==> src/rtl/noc_switch_allocator_if.sv <==
// Request/grant bundle between the router input FIFOs, the switch allocator
// and the crossbar. The allocator takes the slave side.
interface noc_switch_allocator_if #(
  parameter int NPORT  = 4,
  parameter int DEST_W = 2,
  parameter int CNT_W  = 3
);
  logic [NPORT-1:0]        req_valid;
  logic [NPORT*DEST_W-1:0] req_dest;
  logic [NPORT-1:0]        req_tail;
  logic [NPORT-1:0]        credit_ret;
  logic [NPORT-1:0]        grant;
  logic [NPORT-1:0]        xbar_valid;
  logic [NPORT*DEST_W-1:0] xbar_sel;
  logic [NPORT*CNT_W-1:0]  credit_avail;
  logic                    credit_err;

  modport master (
    output req_valid, req_dest, req_tail, credit_ret,
    input  grant, xbar_valid, xbar_sel, credit_avail, credit_err
  );

  modport slave (
    input  req_valid, req_dest, req_tail, credit_ret,
    output grant, xbar_valid, xbar_sel, credit_avail, credit_err
  );
endinterface

==> src/rtl/noc_switch_allocator.sv <==
// Per-output round-robin switch allocator with wormhole locking and
// credit-based flow control. Grants are combinational from registered
// state and same-cycle requests; all bookkeeping updates on the clock edge.
module noc_switch_allocator #(
  parameter int NPORT   = 4,
  parameter int DEST_W  = 2,
  parameter int CREDITS = 4,
  parameter int CNT_W   = 3
) (
  input logic                  clk,
  input logic                  rst,
  noc_switch_allocator_if.slave bus
);

  localparam logic [CNT_W-1:0] CRED_MAX = CNT_W'(CREDITS);

  logic [NPORT-1:0]        lock_vld;
  logic [DEST_W-1:0]       lock_src [NPORT];
  logic [DEST_W-1:0]       rr_ptr   [NPORT];
  logic [CNT_W-1:0]        cred     [NPORT];
  logic                    credit_err_q;

  logic [NPORT-1:0]        go;
  logic [NPORT*DEST_W-1:0] sel_flat;
  logic [NPORT-1:0]        grant_c;

  for (genvar j = 0; j < NPORT; j++) begin : g_out
    logic [NPORT-1:0]  elig;
    logic              found;
    logic [DEST_W-1:0] pick;
    logic [DEST_W-1:0] idx;

    // Eligibility mask (narrowed to the lock owner mid-packet), then a
    // round-robin search starting at the pointer; the index wraps naturally
    // because NPORT is a power of two.
    always_comb begin
      elig  = '0;
      found = 1'b0;
      pick  = '0;
      idx   = '0;
      for (int i = 0; i < NPORT; i++) begin
        elig[i] = bus.req_valid[i] && (bus.req_dest[i*DEST_W +: DEST_W] == DEST_W'(j));
      end
      if (lock_vld[j]) begin
        elig = elig & (NPORT'(1) << lock_src[j]);
      end
      for (int k = 0; k < NPORT; k++) begin
        idx = rr_ptr[j] + DEST_W'(k);
        if (!found && elig[idx]) begin
          found = 1'b1;
          pick  = idx;
        end
      end
    end

    // Only the registered count gates a grant; a same-cycle return does not.
    assign go[j] = found && (cred[j] != '0) && !rst;
    assign sel_flat[j*DEST_W +: DEST_W]    = go[j] ? pick : '0;
    assign bus.credit_avail[j*CNT_W +: CNT_W] = cred[j];
  end

  // Each input names one destination, so grant is a plain OR of winners.
  always_comb begin
    grant_c = '0;
    for (int j = 0; j < NPORT; j++) begin
      if (go[j]) grant_c[sel_flat[j*DEST_W +: DEST_W]] = 1'b1;
    end
  end

  assign bus.grant      = grant_c;
  assign bus.xbar_valid = go;
  assign bus.xbar_sel   = sel_flat;
  assign bus.credit_err = credit_err_q;

  // Lock, pointer and credit bookkeeping per output; pointer moves only on tails.
  always_ff @(posedge clk or posedge rst) begin
    if (rst) begin
      lock_vld     <= '0;
      credit_err_q <= 1'b0;
      for (int j = 0; j < NPORT; j++) begin
        lock_src[j] <= '0;
        rr_ptr[j]   <= '0;
        cred[j]     <= CRED_MAX;
      end
    end else begin
      for (int j = 0; j < NPORT; j++) begin
        if (go[j]) begin
          if (bus.req_tail[sel_flat[j*DEST_W +: DEST_W]]) begin
            lock_vld[j] <= 1'b0;
            rr_ptr[j]   <= sel_flat[j*DEST_W +: DEST_W] + DEST_W'(1);
          end else begin
            lock_vld[j] <= 1'b1;
            lock_src[j] <= sel_flat[j*DEST_W +: DEST_W];
          end
        end
        if (bus.credit_ret[j] && !go[j] && (cred[j] == CRED_MAX)) begin
          credit_err_q <= 1'b1;
        end else begin
          cred[j] <= cred[j] - CNT_W'(go[j]) + CNT_W'(bus.credit_ret[j]);
        end
      end
    end
  end

endmodule

==> src/flat_wrapper.sv <==
// flat-port wrapper written by rule: the top's interface ports become plain ports
module noc_switch_allocator_flat 
#(
  parameter int NPORT   = 4,
  parameter int DEST_W  = 2,
  parameter int CREDITS = 4,
  parameter int CNT_W   = 3
)
  (clk, rst, bus_req_valid, bus_req_dest, bus_req_tail, bus_credit_ret, bus_grant, bus_xbar_valid, bus_xbar_sel, bus_credit_avail, bus_credit_err);
  noc_switch_allocator_if #(.NPORT(NPORT), .DEST_W(DEST_W), .CNT_W(CNT_W)) bus_i ();
  input logic clk;
  input logic rst;
  input wire logic [$bits(bus_i.req_valid)-1:0] bus_req_valid;
  input wire logic [$bits(bus_i.req_dest)-1:0] bus_req_dest;
  input wire logic [$bits(bus_i.req_tail)-1:0] bus_req_tail;
  input wire logic [$bits(bus_i.credit_ret)-1:0] bus_credit_ret;
  output wire logic [$bits(bus_i.grant)-1:0] bus_grant;
  output wire logic [$bits(bus_i.xbar_valid)-1:0] bus_xbar_valid;
  output wire logic [$bits(bus_i.xbar_sel)-1:0] bus_xbar_sel;
  output wire logic [$bits(bus_i.credit_avail)-1:0] bus_credit_avail;
  output wire logic [$bits(bus_i.credit_err)-1:0] bus_credit_err;
  assign bus_i.req_valid = bus_req_valid;
  assign bus_i.req_dest = bus_req_dest;
  assign bus_i.req_tail = bus_req_tail;
  assign bus_i.credit_ret = bus_credit_ret;
  assign bus_grant = bus_i.grant;
  assign bus_xbar_valid = bus_i.xbar_valid;
  assign bus_xbar_sel = bus_i.xbar_sel;
  assign bus_credit_avail = bus_i.credit_avail;
  assign bus_credit_err = bus_i.credit_err;
  noc_switch_allocator #(.NPORT(NPORT), .DEST_W(DEST_W), .CREDITS(CREDITS), .CNT_W(CNT_W)) u_core (.clk(clk), .rst(rst), .bus(bus_i));
endmodule
==> config.mk <==
export PLATFORM = sky130hd
export DESIGN_NAME = noc_switch_allocator_flat
export DESIGN_NICKNAME = d
export VERILOG_FILES = /design/src/rtl/noc_switch_allocator_if.sv /design/src/rtl/noc_switch_allocator.sv /design/src/flat_wrapper.sv
export SDC_FILE = /design/constraint.sdc
export NUM_CORES = 1
export LEC_CHECK = 0
export ABC_AREA = 1
export CAP_MARGIN = 20
export CORE_UTILIZATION = 45
export CTS_CLUSTER_SIZE = 25
export DETAILED_ROUTE_END_ITERATION = 12
export GPL_TIMING_DRIVEN = 0
export PLACE_DENSITY = 0.68
export SETUP_SLACK_MARGIN = 0.15
export SLEW_MARGIN = 20
export SYNTH_ARGS = -nofsm -noshare
export SYNTH_HDL_FRONTEND = slang
export SYNTH_SLANG_ARGS = --single-unit
export TNS_END_PERCENT = 10
==> constraint.sdc <==
create_clock -name clk -period 5.4 [get_ports clk]
set_clock_uncertainty 0.15 [all_clocks]
set_input_delay 1.08 -clock clk [delete_from_list [all_inputs] [get_ports clk]]
set_output_delay 1.08 -clock clk [all_outputs]
set_load 0.005 [all_outputs]
==> flow_results.org, run 1 <==
** Timing
- Minimum period implied by the final worst setup slack :: 5.08 ns
- At the pin with the least slew margin, the transition time is 0.697 ns.
- The final number of max-transition violations came to 0.
- Final setup fails :: 0
- RSZ-0062 raised after global routing :: yes
- Highest attainable clock frequency :: 0.197 GHz
- Measured against its own limit, the worst slew margin works out to 0.535.
- Tcrit/Tclk final :: 0.940
- The final number of hold-violating endpoints came to 0.

** Floorplan
- Total core area :: 7890 um^2
- The floorplan step set the die width to 93.1 um.
- The initialized floorplan defines 32 standard-cell rows.
- For this design the top-level I/O count stands at 51.
- In this run the vertical extent of the chip is 93.1 um.
- Starting density of the core :: 0.474
- The floorplan step defined a die boundary enclosing 8670 um^2.

** Synthesis
- The number of nets handed over by synthesis was 605.
- Of the total synthesized cell area, the portion taken by full adders, half adders and majority gates is 0.0884.
- In this run the mean area of a mapped cell was 6.68 um^2.
- Dominant combinational cell family by area after synthesis :: simple AND/OR/NAND/NOR gates
- Synthesis produced 559 cells.
- The synthesized design contains 33 register bits.
- Mapped cell area :: 3730 um^2
- Of the total synthesized cell area, the portion taken by AND, OR, NAND and NOR gates is 0.489.
- Counting distinct cell types in the post-synthesis netlist gives 37.
- The area fraction in compound gates after synthesis was 0.0466.
- The Yosys step of the flow raised 0 warnings.
- Of the total synthesized cell area, the portion taken by XOR and XNOR cells is 0.0422.
- Multiplexer share of the synthesized area :: 0
- Portion of the post-synthesis area used by sequential elements :: 0.222

** Place
- The wire-length estimate of the detail-placed layout is 7450 um.
- Placer congestion estimate :: 0.888
- Buffers placed on the I/O ports in this run total 50.
- Cell area reported after detailed placement :: 4360 um^2
- Placed Cells :: 711

** Critical path
- Critical path endpoint category :: primary output
- Arrival time at the worst endpoint :: 3.85 ns
- Among the stages of the critical path, the cell type that occurs most often is clkdlybuf4s50_1.
- The slowest stage of the critical path is the inv_2 cell.
- STA puts the critical path data required time at 4.17 ns.
- The number of buffers and inverters on the critical path is 4.
- STA classifies the critical path startpoint as an input pin.
- The worst setup path is of the input pin to primary output kind.
- Among cell families on the critical path, the largest total delay comes from buffers and inverters.
- Worst path max stage delay :: 0.56 ns
- Walking the worst path, the cells encountered are clkdlybuf4s50_1 > inv_2 > nand2_1 > nor2_4 > buf_4 > nand3_1 > o2111ai_1 > clkdlybuf4s50_1.
- In this run the worst path has a maximum fanout of 34.

** Cells and area
- Relative to the synthesized area, the layout overhead comes to 19.3%.
- The library cell used most frequently in the layout, excluding fill and tap cells, is nand2_1.
- Core utilization of the finished layout :: 0.565
- Fillers :: 809
- Of the cells placed in the final design, the portion with a size suffix greater than 1 is 0.152.
- The count of cells in the finished layout, fillers not included, comes to 719.
- Final std cell area, no fill :: 4450 um^2
- Number of diodes added for antenna fixing :: 0
- In the layout the commonest cells are nand2_1, nand3_1, inv_1.
- After the last flow step, the layout net total stands at 662.

** Global routing
- Maximum number of pins on one net before global-route repair :: 35
- After global routing the overflow that remains totals 0.
- Wire length of the first global-routing pass :: 15500 um
- The initial antenna violation count was 0.
- Total routing resource utilization after global routing :: 0.225
- Via count of the first global-routing pass :: 3411

** Detailed routing
- After detailed routing, the number of remaining DRC violations is 0.
- Detailed-route wire length :: 9080 um
- Initial drt markers :: 185
- Post-DR wirelength/cell :: 12.6 um
- Before antenna repair, the detailed router went through 5 iterations.
- The detailed router placed 3671 vias in this run.
- In this run the remaining antenna-violating nets after routing total 0.
- After detailed routing, the number of vias per cell comes to 5.11.

** Clocking
- After clock tree synthesis, the clock-pin slew on the worst setup and hold paths is 0.07 ns.
- Post-CTS Setup Bufs :: 0
- TritonCTS built the clock tree.
- Worst-Skew Late Latency :: 0.29 ns
- Maximum number of buffers from clock root to sink :: 2
- Total number of H-tree levels :: 2
- Cell chosen for the clock root :: clkbuf_8
- Number of sinks driven by the clock tree :: 33
- Clock buffer count from CTS :: 5

** Power
- Dividing total power by cell area gives a power density of 623 nW/um^2.
- Sequential group share of total power :: 0.173
- Of the total power, the share spent switching nets is 0.518.
- Fraction of power consumed by the clock network :: 0.067
- Net switching power figure :: 0.00144 W
- The analysis attributes to cell leakage a power of 2.38 nW.
- Cell Int Power :: 0.00134 W
- Combinational fraction of design power :: 0.760
- The worst-case IR drop observed on VDD is 337 uV.

** Worst hold path
- The path class of the tightest hold or removal check is flop to flop.

** Status
- Result of the run :: finished clean

** Run
- Reported max-cap violation count :: 0
[power groups by stage]
| stage | clock, W | combinational [W] | sequential, W |
|---|---|---|---|
| 4_1_cts | 0.000190 | 0.00212 | 0.000481 |
| 3_3_place_gp | 0 | 0.00206 | 0.000481 |
| 6_report | 0.000185 | 0.00211 | 0.000480 |
| 2_1_floorplan | 0 | 0.00155 | 0.000470 |
| 3_5_place_dp | 0 | 0.00210 | 0.000484 |
| 5_1_grt | 0.000202 | 0.00238 | 0.000497 |
[area by class of cell]
cell class / instances / area, um^2 / share of cell area
clock inverter: 3 / 17.5 / 0.00393
multi-input combinational: 433 / 2490 / 0.559
clock buffer: 5 / 68.8 / 0.0154
tap: 102 / 128 / 0.0287
buffer: 11 / 108 / 0.0242
sequential: 33 / 831 / 0.187
timing repair buffer: 50 / 503 / 0.113
inverter: 82 / 308 / 0.0691
[Yosys cell counts]
library cell  number  share of area
nand2_1          185           0.19
nand3_1           79           0.11
inv_1             75          0.075
dfrtp_1           29           0.19
nor2_1            29          0.029
ha_1              20          0.067
nand2_2           20          0.034
nand4_1           19          0.032
nand3_2           16          0.043
a21oi_1           12          0.016
inv_2              7         0.0070
nor2_4             6          0.018
xnor2_1            6          0.014
buf_4              5          0.010
buf_6              5          0.015
o21ai_0            5         0.0067
dfstp_2            4          0.028
fa_1               4          0.021
nor2_2             4         0.0067
nand2_4            3         0.0090
nand3_4            3          0.014
o21ai_1            3         0.0040
a21oi_2            2         0.0047
o21ai_2            2         0.0047
xnor2_2            2         0.0087
xor2_1             2         0.0047
xor2_4             2          0.015
a22oi_1            1         0.0020
clkbuf_8           1         0.0037
nand3b_1           1         0.0020
nand4_2            1         0.0033
nor2_8             1         0.0054
nor3_1             1         0.0013
o2111ai_1          1         0.0023
o211ai_1           1         0.0020
o21a_1             1         0.0020
o21bai_1           1         0.0020
[worst reg2reg max path: cells and delay by family, from the launching register on]
kind                     cells  cell delay, ns
XOR/XNOR                     3            0.56
flip-flops                   1            0.37
adder cells (fa/ha/maj)      3            0.84
buffers and inverters        3            0.37
AO/OA/AOI/OAI                1            0.09
AND/OR/NAND/NOR              5            0.55
[routing by layer]
layer / GRT usage / routed length [um] / vias up
met5: 0 / 0 / -
met1: 0.299 / 4240 / 1673
met4: 0.0718 / 142 / 0
met3: 0.0390 / 465 / 12
li1: - / - / 1894
met2: 0.372 / 4240 / 92
[final timing paths]
kind	from	slack (ns)	cells after the start	endpoint
hold reg to reg	u_core.bus.credit_err	0.36	2	u_core.bus.credit_err
min in group asynchronous	rst	1.22	2	u_core.bus.credit_avail[1]
setup / recovery	rst	0.32	8	bus_grant[0]
hold / removal	u_core.bus.credit_err	0.36	2	u_core.bus.credit_err
setup reg to reg	u_core.rr_ptr[5]	2.38	15	u_core.bus.credit_avail[5]
max in group asynchronous	rst	3.42	2	u_core.rr_ptr[7]
[metrics by stage]
step           worst slack (ns)  hold slack (ns)  total power (W)  TNS, ns
2_1_floorplan              1.44            0.313          0.00202        0
3_3_place_gp             -0.248            0.337          0.00254   -0.736
3_5_place_dp              0.267            0.338          0.00259        0
4_1_cts                   0.251            0.361          0.00279        0
5_1_grt                  0.0538            0.384          0.00308        0
6_report                  0.322            0.359          0.00277        0
[what timing repair did]
item,in CTS,in global routing
setup endpoints to repair,0,3
hold buffers,0,0
gates resized for setup,0,2
[sequential cells by signal, indices dropped and copies added, names as in the netlist]
signal / count
u_core.bus.credit_avail: 12
u_core.lock_src: 8
u_core.rr_ptr: 8
u_core.lock_vld: 4
u_core.bus.credit_err: 1
[cell families after synthesis]
group	after synthesis
AOI/OAI and AO/OA	29
xor gates and xnor gates	12
and+or+nand+nor	368
adders and majority gates	24
buffers and inverters	93
DFF	33
Power figures use the tool's default switching activity.
==> run 2, diff against run 1 <==
--- a/config.mk
+++ b/config.mk
@@ -6,12 +6,10 @@
 export NUM_CORES = 1
 export LEC_CHECK = 0
 export ABC_AREA = 1
-export CAP_MARGIN = 20
-export CORE_UTILIZATION = 45
+export CORE_UTILIZATION = 30
 export CTS_CLUSTER_SIZE = 25
 export DETAILED_ROUTE_END_ITERATION = 12
 export GPL_TIMING_DRIVEN = 0
-export PLACE_DENSITY = 0.68
 export SETUP_SLACK_MARGIN = 0.15
 export SLEW_MARGIN = 20
 export SYNTH_ARGS = -nofsm -noshare
==> flow_results.org, run 2 (same netlist as run 1, synthesis figures left out) <==
** Place
- The final RePlAce weighted congestion was 0.906 (+2.0%).
- The worst slack at placement is 0.175 ns (-0.0917 ns).
- The number of cells after detailed placement is 777 (+9.3%).
- The count of port buffers added during placement came to 50 (unchanged).
- The half-perimeter wire length after detailed placement is 8050 um (+8.0%).

** Global routing
- Via count of the first global-routing pass :: 3565 (+4.5%)
- Wire length of the first global-routing pass :: 16400 um (+5.6%)
- The combined global-route utilization of all metal layers came to 0.158 (-0.0669).
- Antenna violations before repair :: 0 (unchanged)
- Overflow left after global routing :: 0 (unchanged)
- Maximum number of pins on one net before global-route repair :: 35 (unchanged)

** Critical path
- In this run the critical register-to-register path is launched from u_core.lock_src[5].
- In this run the worst setup path begins at bus_req_dest[0].
- The signal on the critical path passes through clkdlybuf4s50_1 > nand3_2 > a21oi_2 > nand2_1 > nand3_1 > nand2_2 > nand2_1 > nand2_1 > nand2_1 > nand2_2 > nand2_2 > inv_1 > ha_1 > a22oi_1 > o211ai_1 > clkdlybuf4s50_1.
- Crit-path max FO :: 6 (-82%)
- The largest individual stage delay along the critical path comes from the cell clkdlybuf4s50_1.
- Reg2reg setup slack :: 2.35 ns (-0.03 ns)
- Cell count along the critical path :: 16 (+8)
- Counting stages on the worst path, the most repeated cell is nand2_1.
- Buffers & Inverters on Critical Path :: 3 (-1)
- The worst setup path is of the input pin to primary output kind.
- The required time of the worst setup path came to 4.17 ns (about the same).
- Timing endpoint of the critical path :: bus_grant[3]
- The signal arrival time at the worst endpoint came to 3.82 ns (-0.03 ns).
- Worst path max stage delay :: 0.55 ns (about the same)
- Family of cells with the greatest summed delay on the critical path :: buffers and inverters
- Crit Reg-Reg Endpoint :: u_core.bus.credit_avail[5]
- STA classifies the critical path endpoint as a primary output.
- The length in cells of the worst reg-to-reg path was 16 (+1).
- The worst setup path is launched from an input pin.

** Clocking
- The buffer depth of the longest clock path was 2 (unchanged).
- TritonCTS built the clock tree.
- The clock input transition at the sequential cells of the worst setup and hold paths came to 0.05 ns (-0.02 ns).
- Cell chosen for the clock root :: clkbuf_16
- The clock sink count came to 33 (unchanged).
- The number of levels in the clock H-tree was 2 (unchanged).
- The count of hold-fix buffers inserted at cts was 0 (unchanged).
- The number of buffers created by CTS is 5 (unchanged).
- The clock insertion delay at the later pin of the skew report came to 0.28 ns (about the same).

** Power
- Fraction of power spent switching nets :: 0.498 (-0.0203)
- Maximum vdd drop :: 295 uV (-13%)
- The total internal power came to 0.00148 W (+11%).
- Pleak :: 2.42 nW (+1.7%)
- The portion of total power attributed to the clock network was 0.114 (+0.047).
- Combinational fraction of design power :: 0.721 (-0.039)
- P per Cell Area :: 633 nW/um^2 (+1.7%)
- Sequential group share of total power :: 0.165 (-0.008)
- Net switching power figure :: 0.00147 W (+2.2%)

** Worst hold path
- Type of the most critical hold path :: flop to flop

** Floorplan
- The area of the core was 12100 um^2 (+53%).
- Width of the chip :: 114 um (+22%)
- Die Outline Area :: 12900 um^2 (+49%)
- Starting density of the core :: 0.310 (-0.164)
- The die boundary height came to 114 um (+22%).
- Number of top-level pins :: 51 (unchanged)
- The site row count came to 40 (+25%).

** Cells and area
- Leaving out fill and tap cells, the most frequent cell in the layout is nand2_1.
- Total Nets Final :: 662 (unchanged)
- The flip-flop count of the largest register, all copies and words added was 12 (unchanged).
- The area growth from synthesis to layout is 24.7%.
- The number of antenna cells inserted was 0 (unchanged).
- Fraction of final layout cells with drive strength greater than 1 :: 0.164 (+0.0113)
- The library cells used most frequently in the layout, excluding fill and tap cells, are nand2_1, nand3_1, inv_1.
- Core utilization of the finished layout :: 0.386 (-0.179)
- The final instance count without filler cells was 785 (+9.2%).

** Detailed routing
- Post-DR wirelength/cell :: 12.4 um (-1.6%)
- The count of routing violations after the opening detailed-route iteration was 113 (-39%).
- Via-to-Cell Ratio :: 4.70 (-7.9%)
- The residual DRC count is 0 (unchanged).
- The routed wire length was 9760 um (+7.4%).
- The number of vias after detailed routing is 3693 (+0.60%).
- Detailed-router iteration count before antenna repair :: 4 (-1)
- Remaining antenna violation count :: 0 (unchanged)

** Timing
- RSZ-0062 raised after global routing :: no
- Final Max Slew Viols :: 0 (unchanged)
- The setup slack of the critical path after layout came to 0.354 ns (+0.0318 ns).
- Minimum period implied by the final worst setup slack :: 5.05 ns (-0.0318 ns)
- Slew at the pin with the worst max-slew slack :: 0.434 ns (-0.263 ns)
- The timing-limited maximum frequency was 0.198 GHz (+0.63%).
- Fin. Hold Viols :: 0 (unchanged)
- The worst hold slack was 0.353 ns (-0.00553 ns).
- The count of endpoints failing setup in the final report came to 0 (unchanged).
- The remaining max-slew budget at the tightest pin came to 0.711 (+0.176).
- Tcrit/Tclk final :: 0.935 (-0.00590)

** Run
- The max-capacitance violation count is 0 (unchanged).

** Status
- Result of the run :: finished clean
run 2: cell types whose count changed in the layout (fill, tap and decap cells not counted), moves of 3 or more:
cell,delta
clkbuf_16,+5
nor2_2,+3
nor2_1,-3
clkbuf_8,-4
run 2: what timing repair did:
item,CTS,global route
hold endpoints to repair,0,0
gates resized for setup,0,12
setup buffers,0,0
endpoints found under the setup margin,0,4
run 2: how the worst min path moves through the flow:
stage                          startpoint                     to  slack [ns]  cells past startpoint
detailed placement  u_core.bus.credit_err  u_core.bus.credit_err        0.34                      2
global route        u_core.bus.credit_err  u_core.bus.credit_err        0.40                      2
global placement       u_core.lock_src[4]     u_core.lock_src[4]        0.35                      2
finish              u_core.bus.credit_err  u_core.bus.credit_err        0.35                      2
CTS                 u_core.bus.credit_err  u_core.bus.credit_err        0.36                      2
floorplan              u_core.lock_src[4]     u_core.lock_src[4]        0.31                      2
run 2: final cells by class:
| cell class | instances | area, um^2 |
|---|---|---|
| buffer | 11 | 108 |
| timing repair buffer | 50 | 505 |
| clock buffer | 6 | 139 |
| tap | 168 | 210 |
| inverter | 82 | 310 |
| sequential | 33 | 831 |
| clock inverter | 2 | 37.5 |
| fill | 1257 | 7400 |
| multi-input combinational | 433 | 2520 |
run 2: power by group through the flow:
stage	sequential, W	clock, W	combinational (W)
global placement	0.000485	0	0.00207
CTS	0.000487	0.000342	0.00214
floorplan	0.000470	0	0.00155
finish	0.000486	0.000335	0.00213
detailed placement	0.000489	0	0.00213
global route	0.000503	0.000352	0.00240
run 2: routing by layer:
| metal | up-vias | global-route usage | part of all wire |
|---|---|---|---|
| met1 | 1687 | 0.213 | 0.49 |
| met3 | 15 | 0.0234 | 0.042 |
| met2 | 88 | 0.263 | 0.45 |
| met4 | 0 | 0.0456 | 0.017 |
| met5 | - | 0 | 0 |
| li1 | 1903 | - | - |
run 2: metrics by stage:
step	area [um^2]	TNS [ns]	total power (W)
finish	4660	0	0.00295
global route	4660	0	0.00325
CTS	4620	0	0.00297
detailed placement	4450	0	0.00262
global placement	4450	-1.01	0.00255
floorplan	3730	0	0.00202
run 2: worst register-to-register path, stage by stage, from the launching register on:
cell and delay (ns):
dfrtp_1 0.42, a21oi_1 0.17, nor2_1 0.08, nand2_1 0.12, nand3_1 0.10, nand2_2 0.12, nand3_2 0.10, nor2_2 0.15
nor2_4 0.08, buf_4 0.19, ha_1 0.28, inv_1 0.04, ha_1 0.18, fa_1 0.38, xnor2_1 0.18, xor2_1 0.16
o21ai_0 0.09
